<file path="src/rtl/turbo_encoder_pkg.sv">
// Shared types and constants for the rate-1/3 turbo encoder.
// Build option: define PUNCTURE_EN for rate-1/2 puncturing during DATA.
package turbo_pkg;

  typedef enum logic [1:0] {
    IDLE,
    DATA,
    TAIL1,
    TAIL2
  } state_e;

  localparam int TAIL_LEN = 2;

  // Bit positions of the three code bits inside o_data.
  localparam int SYS_BIT  = 2;
  localparam int PAR1_BIT = 1;
  localparam int PAR2_BIT = 0;

  function automatic int intlv(input int i, input int a, input int b, input int len);
    return (a * i + b) % len;
  endfunction

endpackage

</file>
<file path="src/rtl/turbo_encoder_if.sv">
// Frame-in / symbol-out bus of the turbo encoder.
// The encoder uses the slave modport; the frame source and sink use master.
interface turbo_encoder_if #(
  parameter int FRAME_LEN = 16
);
  logic                 i_start;
  logic [FRAME_LEN-1:0] i_frame;
  logic                 i_ready;
  logic                 o_busy;
  logic                 o_valid;
  logic [7:0]           o_data;
  logic                 o_sof;
  logic                 o_eof;

  modport master (
    output i_start, i_frame, i_ready,
    input  o_busy, o_valid, o_data, o_sof, o_eof
  );

  modport slave (
    input  i_start, i_frame, i_ready,
    output o_busy, o_valid, o_data, o_sof, o_eof
  );
endinterface

</file>
<file path="src/rtl/turbo_encoder_rsc.sv">
// Recursive systematic convolutional encoder, generators (7,5) octal.
// Outputs are combinational from state and input; i_tail drives the input that zeroes feedback.
module rsc_encoder (
  input  logic i_clk,
  input  logic i_rst_n,
  input  logic i_clr,
  input  logic i_en,
  input  logic i_tail,
  input  logic i_bit,
  output logic o_sys,
  output logic o_par
);

  logic [1:0] state;  // {s1, s0}
  logic       u;
  logic       a;

  always_comb begin
    u = i_tail ? (state[1] ^ state[0]) : i_bit;
    a = u ^ state[1] ^ state[0];
  end

  assign o_sys = u;
  assign o_par = a ^ state[0];

  // NOTE: sequential state uses non-blocking assignments so every flop samples pre-edge values.
  always_ff @(posedge i_clk) begin
    if (!i_rst_n || i_clr) begin
      state <= '0;
    end else if (i_en) begin
      state <= {a, state[1]};
    end
  end

endmodule

</file>
<file path="src/rtl/turbo_encoder.sv">
// Rate-1/3 turbo encoder: two (7,5) RSC encoders, the second fed through pi(i) = (A*i+B) mod N.
// Build option: PUNCTURE_EN selects rate-1/2 puncturing of the parity bits during DATA.
module turbo_encoder
  import turbo_pkg::*;
#(
  parameter int FRAME_LEN = 16,
  parameter int INTLV_A   = 5,
  parameter int INTLV_B   = 3
) (
  input  logic            i_clk,
  input  logic            i_rst_n,
  turbo_encoder_if.slave  bus
);

  localparam int IDX_W = $clog2(FRAME_LEN);

  state_e               state, state_d;
  logic [IDX_W-1:0]     cnt, cnt_d;
  logic [IDX_W-1:0]     pi_idx;
  logic [FRAME_LEN-1:0] frame_q, frame_d;
  logic                 start, fire;
  logic                 en1, en2;
  logic                 sys1, par1, sys2, par2;
  logic [7:0]           data;

  assign fire   = (state != IDLE) && bus.i_ready;
  assign pi_idx = IDX_W'(intlv(int'(cnt), INTLV_A, INTLV_B, FRAME_LEN));
  assign en1    = fire && (state == DATA || state == TAIL1);
  assign en2    = fire && (state == DATA || state == TAIL2);

  // FRAME_LEN is a power of two, so FRAME_LEN-1-i is simply ~i: MSB goes first.
  rsc_encoder u_enc1 (
    .i_clk   (i_clk),
    .i_rst_n (i_rst_n),
    .i_clr   (start),
    .i_en    (en1),
    .i_tail  (state == TAIL1),
    .i_bit   (frame_q[~cnt]),
    .o_sys   (sys1),
    .o_par   (par1)
  );

  rsc_encoder u_enc2 (
    .i_clk   (i_clk),
    .i_rst_n (i_rst_n),
    .i_clr   (start),
    .i_en    (en2),
    .i_tail  (state == TAIL2),
    .i_bit   (frame_q[~pi_idx]),
    .o_sys   (sys2),
    .o_par   (par2)
  );

  // NOTE: the frame latch is an ordinary register, not a memory, so it is cleared by reset too.
  always_ff @(posedge i_clk) begin
    if (!i_rst_n) begin
      state   <= IDLE;
      cnt     <= '0;
      frame_q <= '0;
    end else begin
      state   <= state_d;
      cnt     <= cnt_d;
      frame_q <= frame_d;
    end
  end

  // NOTE: defaults first so no branch leaves a signal unassigned and infers a latch.
  always_comb begin
    state_d = state;
    cnt_d   = cnt;
    frame_d = frame_q;
    start   = 1'b0;
    case (state)
      IDLE: if (bus.i_start) begin
        start   = 1'b1;
        frame_d = bus.i_frame;
        cnt_d   = '0;
        state_d = DATA;
      end
      DATA: if (fire) begin
        if (cnt == IDX_W'(FRAME_LEN - 1)) begin
          cnt_d   = '0;
          state_d = TAIL1;
        end else begin
          cnt_d = cnt + IDX_W'(1);
        end
      end
      TAIL1, TAIL2: if (fire) begin
        if (cnt == IDX_W'(TAIL_LEN - 1)) begin
          cnt_d   = '0;
          state_d = (state == TAIL1) ? TAIL2 : IDLE;
        end else begin
          cnt_d = cnt + IDX_W'(1);
        end
      end
      default: state_d = IDLE;
    endcase
  end

  // Each tail drives the terminating encoder with a=0, so its parity equals s0.
  always_comb begin
    data = '0;
    case (state)
      DATA: begin
        data[SYS_BIT] = sys1;
`ifdef PUNCTURE_EN
        data[PAR1_BIT] = cnt[0] ? par2 : par1;
`else
        data[PAR1_BIT] = par1;
        data[PAR2_BIT] = par2;
`endif
      end
      TAIL1: begin
        data[SYS_BIT]  = sys1;
        data[PAR1_BIT] = par1;
      end
      TAIL2: begin
        data[SYS_BIT]  = sys2;
        data[PAR2_BIT] = par2;
      end
      default: data = '0;
    endcase
  end

  assign bus.o_busy  = (state != IDLE);
  assign bus.o_valid = (state != IDLE);
  assign bus.o_data  = data;
  assign bus.o_sof   = (state == DATA) && (cnt == '0);
  assign bus.o_eof   = (state == TAIL2) && (cnt == IDX_W'(TAIL_LEN - 1));

endmodule

</file>
<file path="src/flat_wrapper.sv">
// flat-port wrapper written by rule: the top's interface ports become plain ports
module turbo_encoder_flat import turbo_pkg::*;
#(
  parameter int FRAME_LEN = 16,
  parameter int INTLV_A   = 5,
  parameter int INTLV_B   = 3
)
  (i_clk, i_rst_n, bus_i_start, bus_i_frame, bus_i_ready, bus_o_busy, bus_o_valid, bus_o_data, bus_o_sof, bus_o_eof);
  turbo_encoder_if #(.FRAME_LEN(FRAME_LEN)) bus_i ();
  input  logic i_clk;
  input  logic i_rst_n;
  input wire logic [$bits(bus_i.i_start)-1:0] bus_i_start;
  input wire logic [$bits(bus_i.i_frame)-1:0] bus_i_frame;
  input wire logic [$bits(bus_i.i_ready)-1:0] bus_i_ready;
  output wire logic [$bits(bus_i.o_busy)-1:0] bus_o_busy;
  output wire logic [$bits(bus_i.o_valid)-1:0] bus_o_valid;
  output wire logic [$bits(bus_i.o_data)-1:0] bus_o_data;
  output wire logic [$bits(bus_i.o_sof)-1:0] bus_o_sof;
  output wire logic [$bits(bus_i.o_eof)-1:0] bus_o_eof;
  assign bus_i.i_start = bus_i_start;
  assign bus_i.i_frame = bus_i_frame;
  assign bus_i.i_ready = bus_i_ready;
  assign bus_o_busy = bus_i.o_busy;
  assign bus_o_valid = bus_i.o_valid;
  assign bus_o_data = bus_i.o_data;
  assign bus_o_sof = bus_i.o_sof;
  assign bus_o_eof = bus_i.o_eof;
  turbo_encoder #(.FRAME_LEN(FRAME_LEN), .INTLV_A(INTLV_A), .INTLV_B(INTLV_B)) u_core (.i_clk(i_clk), .i_rst_n(i_rst_n), .bus(bus_i));
endmodule
</file>
<file path="config.mk">
export PLATFORM = sky130hd
export DESIGN_NAME = turbo_encoder_flat
export DESIGN_NICKNAME = d
export VERILOG_FILES = /design/src/rtl/turbo_encoder_pkg.sv /design/src/rtl/turbo_encoder_if.sv /design/src/rtl/turbo_encoder_rsc.sv /design/src/rtl/turbo_encoder.sv /design/src/flat_wrapper.sv
export SDC_FILE = /design/constraint.sdc
export NUM_CORES = 1
export LEC_CHECK = 0
export CAP_MARGIN = 10
export CORE_MARGIN = 5
export CORE_UTILIZATION = 47
export DETAILED_ROUTE_END_ITERATION = 10
export PLACE_DENSITY = 0.85
export SKIP_LAST_GASP = 1
export SLEW_MARGIN = 20
export SYNTH_ARGS = -nofsm -noshare
export SYNTH_HDL_FRONTEND = slang
export SYNTH_SLANG_ARGS = --single-unit
</file>
<file path="constraint.sdc">
create_clock -name i_clk -period 3.3 [get_ports i_clk]
set_input_delay 0.66 -clock i_clk [delete_from_list [all_inputs] [get_ports i_clk]]
set_output_delay 0.66 -clock i_clk [all_outputs]
set_load 0.05 [all_outputs]
</file>
## Yosys cells after proc, flatten, opt, wreduce, memory -nomap -nowiden

Index checks and enable logic that the tools add are counted.

- Register bits after elaboration: 26
- Bits of input ports: 20
- Output and inout port bits: 12
- Word-level logic and storage cells: 72

- $add $sub $neg: 2
- Multipliers: 1
- Magnitude comparators: 2
- Eq/ne operators: 10
- Multiplexer cells: 24
- Bitwise operators: 10
- Reductions and logical operators: 18

Operators with widths:

| kind | count |
|---|---|
| $mux W4 | 5 |
| $mux W2 | 6 |
| $pmux W4 S3 | 1 |
| $lt A4 B5 Y1 const B | 2 |
| $bmux W1 S4 | 2 |
| $mux W1 | 8 |
| $not A4 Y4 | 2 |
| $xor A1 B1 Y1 | 8 |
| $ne A2 B1 Y1 const B | 3 |
| $pmux W2 S3 | 1 |
| $reduce_or A2 Y1 | 3 |
| $logic_and A1 B1 Y1 | 5 |
| $reduce_and A5 Y1 | 1 |
| $add A4 B1 Y4 const B | 1 |
| $add A4 B3 Y4 const B | 1 |
| $eq A2 B2 Y1 const B | 2 |
| $eq A4 B1 Y1 const B | 1 |
| $eq A4 B4 Y1 const B | 1 |
| $logic_not A4 Y1 | 1 |
| $mul A3 B4 Y4 const A | 1 |
| $ne A2 B2 Y1 const B | 2 |
| $logic_or A1 B1 Y1 | 3 |
| $reduce_and A3 Y1 | 1 |
| $eq A2 B1 Y1 const B | 1 |
| 5 further kinds | 5 |

## Longest topological paths before layout

- Word-level depth: 10
- Gate-level depth with buffers: 11

## Modules after synthesis

Synthesis repeated with hierarchy kept, for this count alone.

- Cell total of the unflattened synthesis: 202
- Area total of the unflattened synthesis: 1,715.4 sq um

By module, submodules not included:

| module | times used | cells each | area each (sq um) |
|---|---|---|---|
| turbo_encoder | 1 | 170 | 1,447.6 |
| rsc_encoder | 2 | 16 | 133.9 |

## Worst setup path after synthesis

Ideal clock, no wire load.

- Path type: register to output
- Start: register u_core.cnt[1]
- End: output bus_o_data[0]
- Arrival: 3,444 ps
- Data required time: 2,640 ps
- Slack: -804 ps
- Cell stages (with the launch flop): 12
- Path buffers: 1
- Path through: dfxtp_1 buf_6 inv_1 ha_1 inv_1 fa_1 xnor2_1 xnor2_2 mux4_2 xor2_1 nand2_1 o21ai_0

- Word-level cells in the longest chain between the ends: 10

Ends and longest elaborated chain:

| item | line | RTL |
|---|---|---|
| start, declared | turbo_encoder.sv:18 | `logic [IDX_W-1:0] cnt, cnt_d;` |
| start signal, assigned | turbo_encoder.sv:62 | `cnt <= cnt_d;` |
| $mul A3 B4 Y4 | turbo_encoder_pkg.sv:20 | `return (a * i + b) % len;` |
| $add A4 B3 Y4 | turbo_encoder_pkg.sv:20 |  |
| $not A4 Y4 | turbo_encoder.sv:49 | `.i_bit (frame_q[~pi_idx]),` |
| $bmux W1 S4 | turbo_encoder.sv:49 |  |
| $mux W1 (implied by the code) | turbo_encoder.sv:49 |  |
| $mux W1 | turbo_encoder_rsc.sv:19 | `u = i_tail ? (state[1] ^ state[0]) : i_bit;` |
| $xor A1 B1 Y1 (2 in series) | turbo_encoder_rsc.sv:20 | `a = u ^ state[1] ^ state[0];` |
| $xor A1 B1 Y1 | turbo_encoder_rsc.sv:24 | `assign o_par = a ^ state[0];` |
| $mux W1 | turbo_encoder.sv:103 | `case (state)` |
| end, declared | flat_wrapper.sv:17 | `output wire logic [$bits(bus_i.o_data)-1:0] bus_o_data;` |

No other way between the ends. The select of a mux whose other input is x is not followed.

## Worst setup path after layout

- Start: register u_core.cnt[0]
- End: output bus_o_data[0]

Same word-level chain as after synthesis.

==> results by group <==
Critical path
  – CP Launch Type: flop
  – Required time worst endpoint: about 2.6 ns
  – Worst EP arrival: between 2 and 3 ns
  – Setup crit end kind: output pin
  – Crit-path max FO: 5
  – WS Path Type: flop to output pin

Floorplanning
  – Top Ports: 32
  – Chip height: 70.6 um
  – Std cell rows: 22
  – Die span in x: roughly 70 um
  – Die Footprint: about 5000 um^2
  – Initial Util: between 40% and 50%
  – Core area: roughly 3600 um^2

Status
  – Violated checks: negative setup slack
  – Status: finished with violations

Timing
  – Fin crit share: 104%
  – Relative slew slack: a little under three fifths
  – Hold Worst Slack: roughly 0.47 ns
  – Final hold viol count: 0
  – Worst Slack Setup Final: -0.134 ns
  – Least-Margin Pin Slew: roughly 0.65 ns
  – Post-layout min period: roughly 3.4 ns
  – Clk_skew: about 0.0030 ns
  – Max-slew violations: 0
  – Max Clock Freq: 291 MHz
  – Final setup fails: 1
  – RSZ-0062 raised after global routing: true

Global routing
  – First-pass GRT wire length: 6150 um
  – GR Overflow Total: 0
  – Vias in the first global route: approximately 1400
  – Largest net degree at the start of global routing: 19
  – Gr usage total: ~15%
  – Initial antenna violation count: 0

Logic synthesis
  – Most common cell in the netlist: nand2_1
  – Post-Syn Instances: 200
  – Synth Flop Type: dfxtp_1
  – Synth top area cells: dfxtp_1 (30%), nand2_1 (9.3%), mux4_1 (7.6%), ha_1 (6.5%), a21oi_1 (4.6%)
  – Yosys cell types: 40
  – Mux contribution to synthesized area: around 15%
  – Synth Area in Compound Gates: about 12%
  – Main combinational cell family by area after synthesis: simple AND/OR/NAND/NOR gates
  – Post-synth top cells: nand2_1 (43), dfxtp_1 (26), a21oi_1 (16), nor2_1 (14)
  – Ys Warns: 0
  – EDFF count, synth: 0
  – Synth area leader: dfxtp_1
  – Syn Area/Cell: around 8.6 um^2
  – Synth Area in Adders: about 7.7%
  – Synth Cell Area: between 1500 and 2000 um^2
  – Synth Area in Simple Gates: a little over a fifth
  – Share of the synthesized area in the top cell type: a little under a third
  – Async SR Flop Fraction: 0%
  – Post-synthesis sequential area ratio: 30.1%
  – XOR/XNOR Fraction of Synth Area: 5.36%
  – Yosys reg bits: 26

Placement
  – IO Port Bufs: 26
  – Placed cell area: slightly above 2000 um^2
  – RePlAce Congestion: ~0.9
  – DP HPWL: about 2700 um

Detailed routing
  – Drt pass-1 iters: 4
  – Number of DRC markers in iteration 0: 65
  – DRC: 0
  – Routed WL per cell: 13.8 um
  – Routed wire length: 3740 um
  – Via count: between 1000 and 1500
  – Post-DR vias/cell: ~5.2
  – Antenna-violating nets left: 0

Finish
  – Fin area: between 2000 and 2500 um^2
  – N_diodes: 0
  – Layout cells sized above 1: 12.6%
  – # fillers: about 310
  – Layout area overhead: 23.3%
  – Final Net Count: ~250

Flow run
  – Max-cap violation count: 0

Clocking
  – Clock buffer depth: 2
  – Num CTS Buffers: 3
  – CTS Hold Bufs: 0
  – Root buf cell: clkbuf_8
  – Reg clk slew, reported paths: about 0.090 ns
  – Clk Latency, worst-skew pair: around 0.28 ns
  – CTS tree: built
  – H-tree depth: 1
  – Clk sinks: 26

Pwr
  – PD cells: approximately 700 nW/um^2
  – VDD IR max: about 0.30 mV
  – Pleak: just over 0.8 nW

Worst hold path
  – Hold WC Path Type: flop to flop
-- cell type report --
type / count / area [um^2] / share of cell area, %
clock inverter: 1 / 30.0 / 1.41
tap: 48 / 60.1 / 2.82
inverter: 8 / 30.0 / 1.41
timing repair buffer: 34 / 338 / 15.9
sequential: 26 / 522 / 24.5
clock buffer: 3 / 41.3 / 1.94
multi-input combinational: 151 / 1110 / 52.0
-- state kept, by name, summed over array words and instances, names as in the netlist --
name and cells:
u_core.u_enc2.state 2, u_core.cnt 4, u_core.u_enc1.state 2, u_core.state 2
u_core.frame_q 16
-- critical path, stage by stage (launching register included) --
cell	delay (ns)
dfxtp_2	0.36
ha_1	0.27
inv_1	0.05
fa_2	0.37
xnor2_2	0.20
xnor2_2	0.15
mux4_2	0.55
xor2_1	0.14
nand2_1	0.10
o21ai_4	0.16
buf_12	0.15
-- power breakdown --
group	leakage [nW]	switching [W]	internal (W)
combinational	0.578	0.000467	0.000326
clock	0.0357	0.000106	0.000162
sequential	0.213	0.0000419	0.000366
total	0.826	0.000615	0.000854
-- placed cells by master (no fill, tap or decap), drive strengths merged, types with 5 or more instances in the layout --
master / netlist / routed
mux2i: 5 / 5
nor3: 5 / 5
a21oi: 16 / 16
xnor2: 6 / 6
conb: 1 / 5
clkdlybuf4s50: 0 / 23
nand2: 43 / 43
dfxtp: 26 / 26
nor2: 14 / 14
mux4: 8 / 8
buf: 10 / 11
inv: 8 / 8
ha: 9 / 9
a21boi: 6 / 6
-- stage by stage --
step | utilization [%] | setup WS [ns] | power, W | setup TNS (ns) | cells
after global placement | 56.2 | 0.0986 | 0.00116 | 0 | 266
after CTS | 59.0 | -0.124 | 0.00147 | -0.124 | 271
after detailed placement | 56.2 | 0.0201 | 0.00118 | 0 | 266
after floorplan | - | -0.0728 | 0.000981 | -0.0728 | 204
final | 59.0 | -0.134 | 0.00147 | -0.134 | 271
after global routing | 59.0 | -0.249 | 0.00156 | -0.249 | 271
-- timing repair --
| action | in CTS | in global routing |
|---|---|---|
| pin swaps | 0 | 0 |
| gates resized for setup | 5 | 0 |
| setup buffers | 1 | 0 |
| endpoints found under the setup margin | 1 | 1 |
| cloned | 0 | 0 |
-- cells by family after synthesis --
family                     Yosys count
and+or+nand+nor                     80
AOI/OAI and AO/OA                   34
buffers and inverters               27
DFF                                 26
muxes                               14
adders and majority gates           10
xor gates and xnor gates             8
other                                1
-- metal layers --
layer / global-route usage [%] / wire [um]
met5: 0 / 0
met4: 5.43 / 62
met3: 2.70 / 154
met2: 26.7 / 1940
met1: 18.3 / 1590
-- final timing paths --
kind / from / to / slack, ns / depth (start not counted)
hold / removal: u_core.frame_q[13] / u_core.frame_q[13] / 0.47 / 2
setup reg to reg: u_core.cnt[0] / u_core.u_enc2.state[1] / 0.42 / 10
setup / recovery: u_core.cnt[0] / bus_o_data[0] / -0.13 / 10
hold reg to reg: u_core.frame_q[13] / u_core.frame_q[13] / 0.47 / 2
Note: power is estimated with default switching activity, not from simulation.
